[src/rtl/output_requant_collector.sv]
// Output requantizer and result collector.
// Accepts tagged accumulator values from the MAC array, rounds/shifts/clamps
// them to OUT_WIDTH, queues them in a show-ahead FIFO and streams them out on
// a ready/valid interface. Pulses done once a full feature map has been sent.
module output_requant_collector #(
    parameter int ACC_WIDTH          = 32,
    parameter int OUT_WIDTH          = 16,
    parameter int FEATURE_MAP_WIDTH  = 1024,
    parameter int FEATURE_MAP_HEIGHT = 1024,
    parameter int OUTPUT_NB_CHANNELS = 64,
    parameter int FIFO_DEPTH         = 8,
    localparam int X_W  = (FEATURE_MAP_WIDTH  > 1) ? $clog2(FEATURE_MAP_WIDTH)  : 1,
    localparam int Y_W  = (FEATURE_MAP_HEIGHT > 1) ? $clog2(FEATURE_MAP_HEIGHT) : 1,
    localparam int CH_W = (OUTPUT_NB_CHANNELS > 1) ? $clog2(OUTPUT_NB_CHANNELS) : 1
) (
    input  logic                        clk,
    input  logic                        rst,
    input  logic                        start,
    input  logic [4:0]                  cfg_shift,
    input  logic                        cfg_relu,
    input  logic signed [ACC_WIDTH-1:0] acc_in,
    input  logic                        acc_valid,
    input  logic [X_W-1:0]              acc_x,
    input  logic [Y_W-1:0]              acc_y,
    input  logic [CH_W-1:0]             acc_ch,
    output logic                        almost_full,
    output logic signed [OUT_WIDTH-1:0] res_data,
    output logic [X_W-1:0]              res_x,
    output logic [Y_W-1:0]              res_y,
    output logic [CH_W-1:0]             res_ch,
    output logic                        res_valid,
    input  logic                        res_ready,
    output logic                        busy,
    output logic                        done,
    output logic                        overflow,
    output logic                        protocol_err
);

    localparam int PTR_W = $clog2(FIFO_DEPTH);
    localparam int TOTAL = FEATURE_MAP_WIDTH * FEATURE_MAP_HEIGHT * OUTPUT_NB_CHANNELS;
    localparam int CNT_W = $clog2(TOTAL + 1);
    localparam logic [CNT_W-1:0] TOTAL_C = CNT_W'(TOTAL);
    localparam logic [PTR_W:0]   DEPTH_C = (PTR_W+1)'(FIFO_DEPTH);
    localparam logic [PTR_W+1:0] AF_THR  = (PTR_W+2)'(FIFO_DEPTH - 2);
    localparam logic signed [ACC_WIDTH:0] SAT_MAX =
        {{(ACC_WIDTH-OUT_WIDTH+2){1'b0}}, {(OUT_WIDTH-1){1'b1}}};
    localparam logic signed [ACC_WIDTH:0] SAT_MIN =
        {{(ACC_WIDTH-OUT_WIDTH+2){1'b1}}, {(OUT_WIDTH-1){1'b0}}};

    typedef enum logic [1:0] {S_IDLE, S_RUN, S_DONE} state_t;

    // Round-half-up then arithmetic shift; one guard bit keeps the rounding add from wrapping.
    function automatic logic signed [ACC_WIDTH:0] round_shift(
        input logic signed [ACC_WIDTH-1:0] acc,
        input logic [4:0]                  sh
    );
        logic signed [ACC_WIDTH:0] ext;
        logic signed [ACC_WIDTH:0] rnd;
        ext = {acc[ACC_WIDTH-1], acc};
        rnd = '0;
        if (sh != 5'd0) rnd[sh - 5'd1] = 1'b1;
        return (ext + rnd) >>> sh;
    endfunction

    // Optional ReLU followed by clamping to the signed output range.
    function automatic logic signed [OUT_WIDTH-1:0] saturate(
        input logic signed [ACC_WIDTH:0] r,
        input logic                      relu
    );
        logic signed [ACC_WIDTH:0] v;
        v = r;
        if (relu && v[ACC_WIDTH]) v = '0;
        if (v > SAT_MAX)      return SAT_MAX[OUT_WIDTH-1:0];
        else if (v < SAT_MIN) return SAT_MIN[OUT_WIDTH-1:0];
        else                  return v[OUT_WIDTH-1:0];
    endfunction

    state_t                        state_q, state_d;
    logic [4:0]                    cfg_shift_q;
    logic                          cfg_relu_q;
    logic [CNT_W-1:0]              acc_count, cnt_next;
    logic                          vld_p1;
    logic signed [ACC_WIDTH-1:0]   acc_p1;
    logic [X_W-1:0]                x_p1;
    logic [Y_W-1:0]                y_p1;
    logic [CH_W-1:0]               ch_p1;
    logic signed [OUT_WIDTH-1:0]   res_p2;
    logic signed [OUT_WIDTH-1:0]   data_mem [FIFO_DEPTH];
    logic [X_W-1:0]                x_mem    [FIFO_DEPTH];
    logic [Y_W-1:0]                y_mem    [FIFO_DEPTH];
    logic [CH_W-1:0]               ch_mem   [FIFO_DEPTH];
    logic [PTR_W-1:0]              wr_ptr, rd_ptr;
    logic [PTR_W:0]                count;
    logic                          full, pop, do_push;
    logic [PTR_W+1:0]              occupancy;

    // S1 valid: only values arriving while running enter the pipeline.
    always_ff @(posedge clk) begin
        if (rst) vld_p1 <= 1'b0;
        else     vld_p1 <= acc_valid && (state_q == S_RUN);
    end

    // S1 data capture (no reset; qualified by vld_p1 downstream).
    always_ff @(posedge clk) begin
        if (acc_valid) begin
            acc_p1 <= acc_in;
            x_p1   <= acc_x;
            y_p1   <= acc_y;
            ch_p1  <= acc_ch;
        end
    end

    // ---- S1 -> S2: requantize and write into the FIFO ----
    always_comb begin
        res_p2  = saturate(round_shift(acc_p1, cfg_shift_q), cfg_relu_q);
        full    = (count == DEPTH_C);
        res_valid = (count != '0);
        pop     = res_valid && res_ready;
        do_push = vld_p1 && (!full || pop);
        occupancy = {1'b0, count} + {{(PTR_W+1){1'b0}}, vld_p1};
        almost_full = (occupancy >= AF_THR);
        res_data = res_valid ? data_mem[rd_ptr] : '0;
        res_x    = res_valid ? x_mem[rd_ptr]    : '0;
        res_y    = res_valid ? y_mem[rd_ptr]    : '0;
        res_ch   = res_valid ? ch_mem[rd_ptr]   : '0;
    end

    // FIFO storage write.
    always_ff @(posedge clk) begin
        if (do_push) begin
            data_mem[wr_ptr] <= res_p2;
            x_mem[wr_ptr]    <= x_p1;
            y_mem[wr_ptr]    <= y_p1;
            ch_mem[wr_ptr]   <= ch_p1;
        end
    end

    // FIFO pointers, occupancy and sticky overflow flag.
    always_ff @(posedge clk) begin
        if (rst) begin
            wr_ptr   <= '0;
            rd_ptr   <= '0;
            count    <= '0;
            overflow <= 1'b0;
        end else begin
            if (do_push) wr_ptr <= wr_ptr + 1'b1;
            if (pop)     rd_ptr <= rd_ptr + 1'b1;
            case ({do_push, pop})
                2'b10:   count <= count + 1'b1;
                2'b01:   count <= count - 1'b1;
                default: count <= count;
            endcase
            if (vld_p1 && full && !pop) overflow <= 1'b1;
        end
    end

    // Next-state and status outputs; DONE is entered in the cycle after the last accept.
    always_comb begin
        state_d  = state_q;
        busy     = (state_q != S_IDLE);
        done     = (state_q == S_DONE);
        cnt_next = acc_count + {{(CNT_W-1){1'b0}}, (pop && state_q == S_RUN)};
        case (state_q)
            S_IDLE:  if (start) state_d = S_RUN;
            S_RUN:   if (cnt_next == TOTAL_C) state_d = S_DONE;
            S_DONE:  state_d = S_IDLE;
            default: state_d = S_IDLE;
        endcase
    end

    // State register, configuration latch, delivered-output counter, protocol flag.
    always_ff @(posedge clk) begin
        if (rst) begin
            state_q      <= S_IDLE;
            cfg_shift_q  <= '0;
            cfg_relu_q   <= 1'b0;
            acc_count    <= '0;
            protocol_err <= 1'b0;
        end else begin
            state_q <= state_d;
            if (state_q == S_IDLE && start) begin
                cfg_shift_q <= cfg_shift;
                cfg_relu_q  <= cfg_relu;
                acc_count   <= '0;
            end else if (state_q == S_RUN) begin
                acc_count <= cnt_next;
            end
            if (acc_valid && state_q != S_RUN) protocol_err <= 1'b1;
        end
    end

endmodule

[config.mk]
export PLATFORM = sky130hd
export DESIGN_NAME = output_requant_collector
export DESIGN_NICKNAME = d
export VERILOG_FILES = /design/src/rtl/output_requant_collector.sv
export SDC_FILE = /design/constraint.sdc
export NUM_CORES = 1
export LEC_CHECK = 0
export CAP_MARGIN = 20
export CORE_ASPECT_RATIO = 0.9
export CORE_MARGIN = 2
export CORE_UTILIZATION = 40
export CTS_CLUSTER_DIAMETER = 150
export DETAILED_ROUTE_END_ITERATION = 7
export PLACE_DENSITY = 0.55
export REMOVE_ABC_BUFFERS = 1
export SLEW_MARGIN = 20
export SYNTH_ARGS = -nofsm -noshare
export SYNTH_HDL_FRONTEND = slang
export SYNTH_SLANG_ARGS = --single-unit
[constraint.sdc]
create_clock -name clk -period 14.6 [get_ports clk]
set_clock_uncertainty 0.2 [all_clocks]
set_input_delay 2.92 -clock clk [delete_from_list [all_inputs] [get_ports clk]]
set_output_delay 2.92 -clock clk [all_outputs]
set_load 0.1 [all_outputs]
* Word-level counts from Yosys, hierarchy flattened
Memories as Yosys holds them, arrays and structs flattened. A register that Yosys moved wholly into a read port is not among the register bits.
Cells that the tools add are included.
** Operators by class
- Add/sub/neg operators :: 8
- Magnitude comparators :: 5
- Eq/ne operators :: 9
- Shift operators :: 1
- Muxes and demuxes :: 24
- Reduce and logical (&&, ||, !) cells :: 20
** Operator list (number)
- $mux W16 :: 3
- $add A32 B33 Y33 :: 1
- $gt A33 B16 Y1 const B :: 1
- $lt A33 B16 Y1 const B :: 1
- $mux W33 :: 1
- $sshr A33 B5 Y33 :: 1
- $mux W32 :: 1
- $add A27 B1 Y27 :: 1
- $eq A27 B27 Y1 const B :: 1
- $mux W3 :: 8
- $mux W10 :: 2
- $logic_and A1 B1 Y1 :: 10
- $pmux W4 S2 :: 1
- $lt A5 B7 Y1 const B :: 1
- $add A3 B1 Y3 const B :: 2
- $mux W6 :: 1
- $add A4 B1 Y5 :: 1
- $demux W1 S5 :: 1
- $ge A5 B1 Y1 const B :: 1
- $ge A5 B3 Y1 const B :: 1
- $reduce_bool A5 Y1 :: 1
- $sub A5 B1 Y5 const B :: 1
- $add A4 B1 Y4 const B :: 1
- $eq A2 B1 Y1 const B :: 2
- 15 further kinds :: 22
** Word-level totals
- Register bits :: 106
- Memory bits (writable) :: 336
- Bits of input ports :: 69
- Logic and storage cells :: 85
- Memories :: 4
** Memories
- data_mem :: words 8, width 16, rd ports 1, clocked after memory_dff 1, write ports 1, line 88 : logic signed [OUT_WIDTH-1:0] data_mem [FIFO_DEPTH];
- x_mem :: words 8, width 10, rd ports 1, clocked after memory_dff 1, write ports 1, line 89 : logic [X_W-1:0] x_mem [FIFO_DEPTH];
- y_mem :: words 8, width 10, rd ports 1, clocked after memory_dff 1, write ports 1, line 90 : logic [Y_W-1:0] y_mem [FIFO_DEPTH];
- ch_mem :: words 8, width 6, rd ports 1, clocked after memory_dff 1, write ports 1, line 91 : logic [CH_W-1:0] ch_mem [FIFO_DEPTH];

* Longest topological paths before layout
- Word-level depth :: 13
- Mapped depth :: 24

* Least setup slack after synthesis
OpenSTA, ideal clock, no wires.
- Path type :: input to register
- Start point :: in res_ready
- End point :: mem ch_mem[0][0] (netlist bit) (enable)
- Arrival time :: 6.221 ns
- Data required time :: 13.906 ns
- Path slack :: 7.685 ns
- Stages on the path :: 4
- Buffers on the path :: 0
- Cells stage by stage :: nand3b_1 -> and2_1 -> nand2b_1 -> nor3_1
** On the way
- Longest elaborated chain between the ends :: 5
** Ends and longest elaborated chain
- start: declaration :: line 32 : input logic res_ready,
- $logic_and A1 B1 Y1 :: line 118 : pop = res_valid && res_ready;
- $logic_or A1 B1 Y1 :: line 119 : do_push = vld_p1 && (!full || pop);
- $logic_and A1 B1 Y1 :: line 119
- $mux W1 :: line 130 : if (do_push) begin
- $mux W1 (implied by the code) :: line 134 : ch_mem[wr_ptr] <= ch_p1;
- end: declaration :: line 91
Every way passes these cells.

* Worst setup path in the final report
- Start point :: reg cfg_shift_q[0]
- End point :: mem data_mem[4][1] (data pin)
** On the way
- Longest elaborated chain between the ends :: 13
** Ends and longest elaborated chain
- start: declaration :: line 79 : logic [4:0] cfg_shift_q;
- start signal: assignment :: line 182 : cfg_shift_q <= cfg_shift;
- $sub A5 B1 Y5 :: line 61 : if (sh != 5'd0) rnd[sh - 5'd1] = 1'b1;
- $lt A5 B7 Y1 (implied by the code) or $ge A5 B1 Y1 (tied branches) :: line 61
- $logic_and A1 B1 Y1 (implied by the code) :: line 61
- $mux W1 (implied by the code) :: line 61
- $demux W1 S5 :: line 61
- $mux W32 :: line 61
- $add A32 B33 Y33 :: line 62 : return (ext + rnd) >>> sh;
- $sshr A33 B5 Y33 * :: line 62
- $logic_and A1 B1 Y1 :: line 72 : if (relu && v[ACC_WIDTH]) v = '0;
- $mux W33 * :: line 72
- $lt A33 B16 Y1 :: line 74 : else if (v < SAT_MIN) return SAT_MIN[OUT_WIDTH-1:0];
- $mux W16 :: line 74
- $mux W16 * :: line 73 : if (v > SAT_MAX) return SAT_MAX[OUT_WIDTH-1:0];
- via res_p2[1] :: line 87 : logic signed [OUT_WIDTH-1:0] res_p2;
- end: declaration :: line 88
The timed path passes the listed nets; every way through them passes the cells marked *.

==> summary.md <==
| Metric | Value |
|---|---|
| Synth Register Bits | `445` |
| Mapped cell area | `21,800 µm²` |
| Post-route ant nets | `0` |
| Comb pwr share | `0.274` |
| WS Path Type | `reg2reg` |
| Slew HR | `0.272` |
| Power per cell area | `145 nW/µm²` |
| Count leader, synth | `edfxtp_1` |
| Switching Share | `0.340` |
| Min-Delay Path Class | `reg2reg` |
| Initial Util | `0.403` |
| Status | `finished, final reports clean` |
| Worst VDD drop | `0.0000810 V` |
| Detailed Route Iter0 Violations | `1,171` |
| Crit-path cells | `buf_4 -> inv_1 -> buf_4 -> nand2_1 -> nor4_1 -> ha_1 -> nand4_1 -> inv_1 -> a22o_1 -> a211oi_2 -> a21oi_2 -> a211oi_2 -> mux2_2 -> a21oi_1 -> or4b_1 -> nor4_2 -> a41oi_2 -> buf_8 -> o21ai_0` |
| Fin cells | `2,498` |
| Cell variety after synth | `86` |
| Power Total | `3.64 mW` |
| Internal power | `2.40 mW` |
| Area of the core | `54,100 µm²` |
| Vias/cell | `5.71` |
| Largest net degree at the start of global routing | `61` |
| Final nets | `1,865` |
| MaxCap Viol Count | `0` |
| Drt first pass iters | `5` |
| Setup crit start kind | `flip-flop` |
| Asr flop ratio synth | `0` |
| Vias | `14.3k` |
| Routed WL | `55,400 µm` |
| Vias in the first global route | `14.3k` |
| Crit Path Max Fanout | `37` |
| Post-CTS setup buffers | `0` |
| Mapped Cells | `1,661` |
| CTS hold repair buffers | `0` |
| Sequential share of power | `0.407` |
| CTS Buf Count | `48` |
| # IOs | `117` |
| Min Clock Period, post-route | `7.56 ns` |
| Rows | `81` |
| Clock tree sinks | `445` |
| Top FF cell, synth | `edfxtp_1` |
| Clock Power Share | `0.319` |
| GP Congestion | `0.900` |
| Routed wire length per instance | `22.2 µm` |
| Static Leakage | `8.29 nW` |
| # H-tree levels | `2` |
| Sw Pwr | `1.24 mW` |
| Crit-path slowest cell | `a211oi_2` |
| Port bufs | `116` |
| Clk slew on worst S/H paths | `0.06 ns` |
| Period utilization | `0.518` |
| Die Ht | `225 µm` |
| Worst-Skew Late Latency | `0.60 ns` |
| Global-route wire length before repair | `85,500 µm` |
| Arrival time worst endpoint | `7.66 ns` |
| Hold Fails Final Rpt | `0` |
| Unrepaired setup endpoints after global routing | `no` |
| TritonCTS clock tree | `built` |
| Yosys warns | `0` |
| Worst-Margin Slew | `1.09 ns` |
| DP HPWL | `34,600 µm` |
| Layout cell share with drive strength beyond 1 | `0.136` |
| Number of remaining DRC errors | `0` |
| Ranking of synthesized cells by area | `edfxtp_1 (54%), mux4_2 (9.5%), dfxtp_1 (4.7%), nor2_1 (3.3%), mux2i_1 (2.8%)` |
| EDFF count, synth | `394` |
| Final Max Slew Viols | `0` |
| Fmax | `132 MHz` |
| Endpoint type of the worst setup path | `flip-flop` |
| Fin Hold WS | `0.265 ns` |
| Worst endpoint required time | `14.70 ns` |
| Die area | `56,300 µm²` |
| Post-synth top cells | `edfxtp_1 (394), nor2_1 (190), nand2_1 (127)` |
| Post-cts gate resize count | `0` |
| CTS root buf | `clkbuf_16` |
| Post-layout util | `0.466` |
| Setup TNS | `0 ns` |
| Endpoints failing setup | `0` |
| Initial antenna violation count | `3` |
| Cell taking the most area after synthesis | `edfxtp_1` |
| Die span in x | `250 µm` |
| Placed insts | `2,408` |
| GRT Util Overall | `0.196` |
| GRT Residual Overflow | `0` |
| Sequential area share after synthesis | `0.590` |
| P&R area growth vs syn | `15.7%` |
| Largest stage delay, worst path | `0.86 ns` |
| Synth top area share | `0.543` |
| Clock Path Buffers | `3` |
| Avg Inst Size Synth | `13.1 µm²` |
==> final timing paths <==
kind,startpoint,end,slack (ns),depth (start not counted)
setup / recovery,cfg_shift_q[0]$_SDFFE_PP0P_,data_mem[4][1]$_DFFE_PP_,7.04,19
hold / removal,protocol_err$_SDFFE_PP0P_,protocol_err$_SDFFE_PP0P_,0.27,2
setup reg to reg,cfg_shift_q[0]$_SDFFE_PP0P_,data_mem[4][1]$_DFFE_PP_,7.04,19
hold reg to reg,protocol_err$_SDFFE_PP0P_,protocol_err$_SDFFE_PP0P_,0.27,2
==> critical path, delay by kind of cell (launching register included) <==
family | cells | cell delay [ns]
AO/OA/AOI/OAI | 7 | 2.57
AND/OR/NAND/NOR | 5 | 2.33
buffers and inverters | 5 | 1.03
adder cells (fa/ha/maj) | 1 | 0.50
multiplexers | 1 | 0.31
flip-flops | 1 | 0.29
==> cells in the final DEF (no fill, tap or decap), types with 5 or more instances in the layout <==
cell	n
nor4_1	11
buf_4	23
a31oi_1	10
nand4_1	20
or2_2	5
and2_1	10
xnor2_1	24
or3_1	8
clkbuf_16	48
edfxtp_1	394
o31ai_1	8
nand2b_1	10
o21ai_1	6
o21ai_0	63
mux2i_1	60
ha_1	41
and3_1	17
o21ai_2	8
o21a_1	10
o211a_1	6
a21o_1	14
mux4_2	92
clkdlybuf4s50_1	115
nand2_1	127
o22ai_1	7
a211oi_1	21
clkinv_1	10
o211ai_1	16
nor3_1	48
xor2_1	39
dfxtp_1	47
clkbuf_1	9
nand3_1	27
nor2_1	184
a21oi_1	84
mux2_2	6
nor2_4	7
o221ai_1	7
inv_1	22
clkinv_2	11
==> cell families (layout without fill, tap and decap cells) <==
family | Yosys count | in the layout | share of synthesized area
xor gates and xnor gates | 64 | 64 | 0.0257
and+or+nand+nor | 498 | 498 | 0.105
buffers and inverters | 120 | 249 | 0.0225
adders and majority gates | 43 | 43 | 0.0254
other | 1 | 4 | 0.000172
DFF | 445 | 445 | 0.590
AOI/OAI and AO/OA | 332 | 332 | 0.105
muxes | 158 | 158 | 0.126
==> layer usage <==
metal | track usage | up-vias | share of wire | wire length, µm
met4 | 0.0581 | 0 | 0.022 | 1220
met5 | 0 | - | 0 | 0
li1 | - | 6644 | - | -
met1 | 0.276 | 7150 | 0.46 | 25600
met3 | 0.0255 | 73 | 0.046 | 2550
met2 | 0.320 | 394 | 0.47 | 26000
==> area by class of cell <==
type                       count  area (µm²)
sequential                   445       12900
multi-input combinational   1096        8510
inverter                      23        86.3
antenna                        3        7.51
fill                        4851       28900
tap                          705         882
clock buffer                  59        1260
timing repair buffer         139        1340
clock inverter                28         244
==> registers in the layout, indices dropped and copies added (netlist names), 2 cells and up, named ones only <==
name	cells
x_p1	10
y_p1	10
acc_count	27
rd_ptr	3
state_q	2
ch_mem	48
data_mem	128
ch_p1	6
count	4
cfg_shift_q	5
acc_p1	32
wr_ptr	3
x_mem	80
y_mem	80
==> power by group through the flow <==
stage,clock network [mW],registers [mW],logic [mW]
2_1_floorplan,0,1.52,0.734
3_3_place_gp,0,1.51,1.00
3_5_place_dp,0,1.51,1.00
4_1_cts,1.20,1.49,1.00
5_1_grt,1.24,1.49,1.05
6_report,1.16,1.48,0.998
==> per-stage QoR <==
| step | worst slack, ns | instance area [µm²] |
|---|---|---|
| global placement | 6.85 | 23700 |
| floorplan | 6.03 | 21400 |
| detailed placement | 7.04 | 23700 |
| CTS | 7.00 | 25200 |
| global route | 6.41 | 25200 |
| finish | 7.04 | 25200 |
Power figures use the tool's default switching activity.
